[config.mk]
export PLATFORM = sky130hd
export DESIGN_NAME = aes_block_scheduler
export DESIGN_NICKNAME = d
export VERILOG_FILES = /design/src/rtl/aes_sched_pkg.sv /design/src/rtl/aes_block_gather.sv /design/src/rtl/aes_block_scheduler.sv
export SDC_FILE = /design/constraint.sdc
export NUM_CORES = 1
export LEC_CHECK = 0
export CORE_MARGIN = 2
export CORE_UTILIZATION = 40
export CTS_CLUSTER_SIZE = 24
export DETAILED_ROUTE_END_ITERATION = 7
export PLACE_DENSITY = 0.7
export SLEW_MARGIN = 30
export SYNTH_ARGS = -nofsm -noshare
export SYNTH_HDL_FRONTEND = slang
export SYNTH_HIERARCHICAL = 1
export SYNTH_SLANG_ARGS = --single-unit
[constraint.sdc]
create_clock -name clk -period 4.2 [get_ports clk]
set_input_delay 0.84 -clock clk [delete_from_list [all_inputs] [get_ports clk]]
set_output_delay 0.84 -clock clk [all_outputs]
set_load 0.03 [all_outputs]
[src/rtl/aes_sched_pkg.sv]
// Shared types and sizes for the AES block scheduler.
package aes_sched_pkg;

  localparam int unsigned BLOCK_BYTES = 16;
  localparam int unsigned BYTE_W      = 8;
  localparam int unsigned BLOCK_W     = 128;
  localparam int unsigned SLOT_W      = $clog2(BLOCK_BYTES + 1);

  // Index BLOCK_BYTES-1 is the most significant byte (first byte popped).
  typedef logic [BLOCK_BYTES-1:0][BYTE_W-1:0] block_t;

  typedef enum logic [2:0] {
    S_IDLE,
    S_GATHER,
    S_LAUNCH,
    S_WAIT_AES,
    S_HOLD,
    S_EMIT,
    S_ERROR
  } sched_state_t;

endpackage

[src/rtl/aes_block_gather.sv]
// Byte-slot assembly register for one 128-bit block, MSB-first.
module aes_block_gather
  import aes_sched_pkg::*;
(
  input  logic               clk,
  input  logic               n_rst,
  input  logic               push_i,
  input  logic [BYTE_W-1:0]  byte_i,
  input  logic               clear_i,
  input  logic               pad_i,
  output logic [BLOCK_W-1:0] data_o,
  output logic [SLOT_W-1:0]  count_o,
  output logic               full16_o
);

  block_t              slot_q, slot_d;
  logic [SLOT_W-1:0]   count_q, count_d;

  assign full16_o = (count_q == SLOT_W'(BLOCK_BYTES));
  assign data_o   = slot_q;
  assign count_o  = count_q;

  always_comb begin
    slot_d  = slot_q;
    count_d = count_q;
    if (clear_i) begin
      slot_d  = '0;
      count_d = '0;
    end else if (pad_i) begin
      for (int unsigned i = 0; i < BLOCK_BYTES; i++) begin
        if (SLOT_W'(i) >= count_q) slot_d[BLOCK_BYTES-1-i] = '0;
      end
      count_d = SLOT_W'(BLOCK_BYTES);
    end else if (push_i && !full16_o) begin
      for (int unsigned i = 0; i < BLOCK_BYTES; i++) begin
        if (SLOT_W'(i) == count_q) slot_d[BLOCK_BYTES-1-i] = byte_i;
      end
      count_d = count_q + SLOT_W'(1);
    end
  end

  always_ff @(posedge clk or negedge n_rst) begin
    if (!n_rst) begin
      slot_q  <= '0;
      count_q <= '0;
    end else begin
      slot_q  <= slot_d;
      count_q <= count_d;
    end
  end

endmodule

[src/rtl/aes_block_scheduler.sv]
// Plaintext FIFO -> AES core -> output FIFO block sequencer.
// AES_SCHED_PAD_EN: an honored flush zero-pads and encrypts the partial block instead of discarding it.
module aes_block_scheduler
  import aes_sched_pkg::*;
#(
  parameter int unsigned TIMEOUT_CYCLES = 64,
  parameter int unsigned CNT_W          = 16
) (
  input  logic               clk,
  input  logic               n_rst,
  input  logic               in_empty,
  input  logic [BYTE_W-1:0]  in_r_data,
  output logic               in_r_enable,
  input  logic               flush,
  output logic               aes_start,
  output logic [BLOCK_W-1:0] aes_plaintext,
  input  logic               aes_done,
  input  logic [BLOCK_W-1:0] aes_ciphertext,
  input  logic               out_ready,
  output logic               out_complete,
  output logic [BLOCK_W-1:0] out_block,
  output logic               busy,
  output logic               error,
  output logic [CNT_W-1:0]   blocks_done
);

  localparam int unsigned TMR_W = $clog2(TIMEOUT_CYCLES + 1);

  sched_state_t        state_q, state_d;
  logic [TMR_W-1:0]    tmr_q, tmr_d;
  logic [BLOCK_W-1:0]  res_q, res_d;
  logic [CNT_W-1:0]    done_q, done_d;

  logic                push, g_clear, g_pad, full16, flush_ok;
  logic [SLOT_W-1:0]   gather_cnt;
  logic [BLOCK_W-1:0]  gather_data;

  aes_block_gather u_gather (
    .clk      (clk),
    .n_rst    (n_rst),
    .push_i   (push),
    .byte_i   (in_r_data),
    .clear_i  (g_clear),
    .pad_i    (g_pad),
    .data_o   (gather_data),
    .count_o  (gather_cnt),
    .full16_o (full16)
  );

  always_comb begin
    state_d      = state_q;
    tmr_d        = tmr_q;
    res_d        = res_q;
    done_d       = done_q;
    push         = 1'b0;
    g_clear      = 1'b0;
    g_pad        = 1'b0;
    flush_ok     = 1'b0;
    in_r_enable  = 1'b0;
    aes_start    = 1'b0;
    out_complete = 1'b0;
    case (state_q)
      S_IDLE: begin
        if (!in_empty) state_d = S_GATHER;
      end
      S_GATHER: begin
        in_r_enable = !in_empty && !full16;
        push        = in_r_enable;
        flush_ok    = in_empty && flush && (gather_cnt != '0) && !full16;
        if (push && (gather_cnt == SLOT_W'(BLOCK_BYTES - 1))) begin
          state_d = S_LAUNCH;
        end else if (flush_ok) begin
`ifdef AES_SCHED_PAD_EN
          g_pad   = 1'b1;
          state_d = S_LAUNCH;
`else
          g_clear = 1'b1;
          state_d = S_IDLE;
`endif
        end
      end
      S_LAUNCH: begin
        aes_start = 1'b1;
        tmr_d     = '0;
        state_d   = S_WAIT_AES;
      end
      S_WAIT_AES: begin
        // tmr_d counts WAIT_AES cycles including this one; done on the timeout cycle still wins.
        tmr_d = tmr_q + TMR_W'(1);
        if (aes_done) begin
          res_d   = aes_ciphertext;
          state_d = S_HOLD;
        end else if (tmr_d == TMR_W'(TIMEOUT_CYCLES)) begin
          state_d = S_ERROR;
        end
      end
      S_HOLD: begin
        if (out_ready) state_d = S_EMIT;
      end
      S_EMIT: begin
        out_complete = 1'b1;
        done_d       = done_q + CNT_W'(1);
        g_clear      = 1'b1;
        state_d      = in_empty ? S_IDLE : S_GATHER;
      end
      S_ERROR: begin
        state_d = S_ERROR;
      end
      default: state_d = S_IDLE;
    endcase
  end

  always_ff @(posedge clk or negedge n_rst) begin
    if (!n_rst) begin
      state_q <= S_IDLE;
      tmr_q   <= '0;
      res_q   <= '0;
      done_q  <= '0;
    end else begin
      state_q <= state_d;
      tmr_q   <= tmr_d;
      res_q   <= res_d;
      done_q  <= done_d;
    end
  end

  assign aes_plaintext = gather_data;
  assign out_block     = res_q;
  assign busy          = (state_q != S_IDLE);
  assign error         = (state_q == S_ERROR);
  assign blocks_done   = done_q;

endmodule

## Word level (Yosys, flattened, before mapping)

Cells that the tools add are included.

| cells by class | value |
|---|---|
| equality and inequality tests | 28 |
| $mul | 0 |
| reductions and logical operators | 48 |
| mux-type cells | 35 |
| shift operators | 0 |
| magnitude comparators | 0 |
| div/mod/pow operators | 0 |
| bitwise gates (word level) | 0 |
| add/subtract/negate cells | 3 |

Operator list:

| cell | number |
|---|---|
| $mux W128 | 2 |
| $mux W8 | 16 |
| $eq A4 B5 Y1 const A | 8 |
| $reduce_bool A2 Y1 | 18 |
| $reduce_and A2 Y1 | 17 |
| $pmux W3 S7 | 1 |
| $eq A3 B5 Y1 const A | 4 |
| $mux W3 | 6 |
| $add A16 B1 Y16 const B | 1 |
| $pmux W7 S2 | 1 |
| $eq A2 B5 Y1 const A | 2 |
| $mux W5 | 2 |
| $eq A3 B3 Y1 const B | 3 |
| $add A7 B1 Y7 const B | 1 |
| $eq A7 B7 Y1 const B | 1 |
| $eq A3 B2 Y1 const B | 2 |
| $logic_and A1 B1 Y1 | 6 |
| $mux W1 | 6 |
| $ne A3 B3 Y1 const B | 2 |
| $add A5 B1 Y5 const B | 1 |
| $eq A1 B5 Y1 const A | 1 |
| $eq A5 B4 Y1 const B | 1 |
| $eq A5 B5 Y1 const B | 1 |
| $logic_not A5 Y1 | 1 |
| 8 further kinds | 10 |

| word-level totals | value |
|---|---|
| ROM bits | 0 |
| input bits | 142 |
| word-level logic and storage cells | 135 |
| RAM bits | 0 |
| bits in latches | 0 |
| bits in registers | 287 |
| memories kept | 0 |

## Longest topological paths before layout

| depth | value |
|---|---|
| depth in word-level cells | 8 |
| mapped depth | 15 |

## By module

Netlist, hierarchy kept.

By module, submodules not included:

| module | area an instance (um^2) | cells an instance | sequential area each (um^2) | instances |
|---|---|---|---|---|
| aes_block_scheduler | 6572.6 | 413 | 3853.7 | 1 |
| aes_block_gather | 5855.6 | 513 | 3328.2 | 1 |

## Least setup slack after synthesis

OpenSTA, ideal clock, no wires.

| path | value |
|---|---|
| path type | reg2reg |
| from | reg u_gather.count_q[0], in the netlist u_gather/count_o[0] |
| to | reg u_gather.slot_q (netlist bit u_gather/data_o[0]) |
| required time | 4.079 ns |
| slack | 0.391 ns |
| cell stages (with the launch flop) | 11 |
| data arrival time | 3.688 ns |
| buffers on the path | 2 |
| cell sequence | dfrtp_1 -> buf_2 -> inv_1 -> ha_1 -> nand4bb_1 -> inv_1 -> nor4_1 -> buf_2 -> nand3_1 -> o311a_1 -> a22o_1 |

RTL lines:

| item | RTL line | RTL |
|---|---|---|
| start: declaration | aes_block_gather.sv:17 | `logic [SLOT_W-1:0] count_q, count_d;` |
| start signal: assignment | aes_block_gather.sv:48 | `count_q <= count_d;` |
| $eq A5 B5 Y1 | aes_block_gather.sv:19 | `assign full16_o = (count_q == SLOT_W'(BLOCK_BYTES));` |
| net full16 | aes_block_scheduler.sv:34 | `logic push, g_clear, g_pad, full16, flush_ok;` |
| $logic_not A1 Y1 | aes_block_scheduler.sv:67 | `in_r_enable = !in_empty && !full16;` |
| $logic_and A1 B1 Y1 | aes_block_scheduler.sv:67 |  |
| $mux W1 | - |  |
| net in_r_enable | aes_block_scheduler.sv:13 | `output logic in_r_enable,` |
| $logic_and A1 B1 Y1 | aes_block_gather.sv:34 | `end else if (push_i && !full16_o) begin` |
| $reduce_bool A2 Y1 (no source line) | - |  |
| $reduce_and A2 Y1 (no source line) | - |  |
| end signal: assignment | aes_block_gather.sv:47 | `slot_q <= slot_d;` |
| end: declaration | aes_block_gather.sv:16 | `block_t slot_q, slot_d;` |

The timed path passes the listed nets, and every way through them passes these cells.
A chain may end at the register's enable or synchronous reset.

## Final worst setup path

| path | value |
|---|---|
| from | reg u_gather.count_q[2], in the netlist u_gather/count_o[2] |
| to | out in_r_enable |

| on the way | value |
|---|---|
| longest elaborated chain between the ends | 4 |

Ends and longest elaborated chain:

| item | RTL line | RTL |
|---|---|---|
| $eq A5 B5 Y1 | aes_block_gather.sv:19 |  |
| net full16 | aes_block_scheduler.sv:34 |  |
| $logic_not A1 Y1 | aes_block_scheduler.sv:67 |  |
| $logic_and A1 B1 Y1 | aes_block_scheduler.sv:67 |  |
| $mux W1 | aes_block_scheduler.sv:62 | `case (state_q)` |
| end: declaration | aes_block_scheduler.sv:13 |  |

The timed path passes the listed nets, and every way through them passes these cells.

==> metrics.txt <==
DRT antenna net count 0; unique cell type count in the Yosys netlist 67; WP data required 3360 ps; fraction of layout cells with a size suffix above 1 16.77%; fin crit share 85.61%; iteration count of the initial detailed-routing pass 5; GRT Util Overall 22.93%; outcome finished, final reports clean; H-tree Lvls 1; PostCTS Resize Cnt 0; Rows 64; Post-CTS Hold Fix Bufs 0; Crit path largest cell delay 760 ps; Core Util, Final 58.80%; Power Total 0.006583 W; largest net degree at the start of global routing 92; DR vias 9152; CP max stage cell clkdlybuf4s50_1; Setup TNS Final 0 ps; fraction of registers with async set or reset after synthesis 100.0%; CTS tree done; CTS Buf Count 31; Pins Over Slew Limit 0; minimum clock period 3596 ps; worst hold path class in -> async; Crit path buffers/inverters 4; Post-synth EDFFs 0; Port Buffers 418; number of synthesized register bits 287; I/O pin count 419; max-cap viol count 0; worst skew pair latency 550 ps; Fmax 278.1 MHz; vias in the first global route 9234; die height 180.3 um; drt drc 0; CTS Buffer Depth 3; CTS root buffer clkbuf_16; Yosys top cell area share 57.79%; area leader, netlist dfrtp_1; DIE WIDTH 180.3 um; hold_ws 312.0 ps; initial DRC count 657; Leakage 8.377 nW; Max-slew headroom 38.94%; Std-Cell Core Area 0.03059 sq mm; final weighted congestion in routability-driven placement 0.8488; CP max FO 27; routed wire length 37.80 mm; Avg WL per Cell 21.59 um; clock skew 11.74 ps; critical path class reg -> out; residual overflow from global routing 0; RSZ-0062 raised after global routing no; Syn-to-layout area delta 44.72%; Via-to-Cell Ratio 5.227; initial antenna violation count 4; critical path arrival 2760 ps; Starting Density 40.63%; PwrDens 366.0 mW/mm^2; clk sink count 287; count leader, synth dfrtp_1; crit path capture type primary output; Hold Violations, Final 0; delay-heaviest family, CP buffers and inverters; number of synthesis warnings 6; final setup vio count 0; post-DP HPWL 26.65 mm; DIE AREA 0.03250 sq mm; crit path cell chain buf_4, nand4bb_1, buf_4, inv_1, nor4_2, clkdlybuf4s50_1; Synth area leaders dfrtp_1 58%, mux2_4 12%, a22o_1 3.0%; Post-synth top flop dfrtp_1; clk slew on worst S/H paths 70 ps; first-pass GRT wire length 59.01 mm; Slew @ Worst Pin 916.0 ps; sequential share of the synthesized area 57.79%; startpoint types register; FILL cells 2428; Final nets 1478; Synth Instances 926; Synth Cell Area 0.01243 sq mm; post-CTS setup buffer count 0; flop-to-flop setup slack 1010 ps; syn_area_per_cell 13.42 sq um; peak supply drop 298.8 uV; most used cell, CP buf_4; top cells by count, synth 287 x dfrtp_1, 100 x mux2_4, 85 x nand2_1
metal layers:
layer	vias to the layer above	wire length (um)	GRT usage, %
met5	-	41	0
met4	6	733	5.548
met3	54	2811	5.295
met2	392	18520	38.12
met1	4569	15690	30.50
li1	4131	-	-
final timing paths:
| kind | from | end | cells after the start |
|---|---|---|---|
| setup / recovery | u_gather/count_o[2] | in_r_enable | 6 |
| hold / removal | n_rst | out_block[69] | 1 |
| setup reg to reg | u_gather/count_o[0] | u_gather/data_o[51] | 12 |
| hold reg to reg | blocks_done[15] | blocks_done[15] | 1 |
| max in group asynchronous | n_rst | out_block[57] | 2 |
| min in group clk | blocks_done[15] | blocks_done[15] | 1 |
layout by cell type, fill, tap and decap left out, drive strengths merged, types with 4 or more instances in the layout:
cell type / n
nand4: 6
mux2i: 35
nor2: 28
o2bb2ai: 10
a22o: 43
nand3: 29
xnor2: 12
nand2b: 4
a21oi: 21
clkinv: 12
o311ai: 8
mux2: 129
buf: 21
or3: 4
o32ai: 8
a32o: 16
nor4: 6
bufinv: 5
and3b: 4
clkbuf: 39
inv: 15
dfrtp: 287
and3: 4
nor2b: 6
o21ai: 25
and2: 11
nor3: 4
xor2: 7
nand2: 86
a31oi: 13
ha: 5
clkdlybuf4s50: 417
state kept, by name, summed over array words and instances, names as in the netlist:
signal and cells:
blocks_done 16, out_block 128, state_q 3, tmr_q 7, u_gather/count_o 5, u_gather/data_o 128
per-stage QoR:
stage | setup WS, ps | instance area (sq um) | cells
final | 604.4 | 17990 | 1751
after floorplan | 391.2 | 12440 | 928
after detailed placement | 872.8 | 16880 | 1694
after global placement | 891.6 | 16880 | 1694
after global routing | 478.8 | 17990 | 1751
after CTS | 606.3 | 17980 | 1750
where the power goes:
part	switching [W]	internal (W)
combinational	0.000416	0.000331
sequential	0.0000700	0.00285
clock	0.00112	0.00179
total	0.00161	0.00497
final cells by class:
type	count	area [sq um]	area share, %
flip-flops and latches	287	7182	39.93
diodes	1	2.502	0.01391
well taps	396	495.5	2.755
multi-input cells	557	4767	26.50
clock buffers	39	885.9	4.925
clock inverters	17	216.5	1.203
repair buffers	438	4377	24.33
inverters	16	60.06	0.3339
kinds of logic after synthesis:
logic type / after synthesis / synth area share (%)
simple gates: 204 / 8.537
other cells: 1 / 0.03017
fa+ha+maj: 5 / 0.5034
xor+xnor: 19 / 1.339
flops: 287 / 57.79
buf+inv: 84 / 4.077
mux: 164 / 17.53
compound gates: 162 / 10.20
Power figures use the tool's default switching activity.
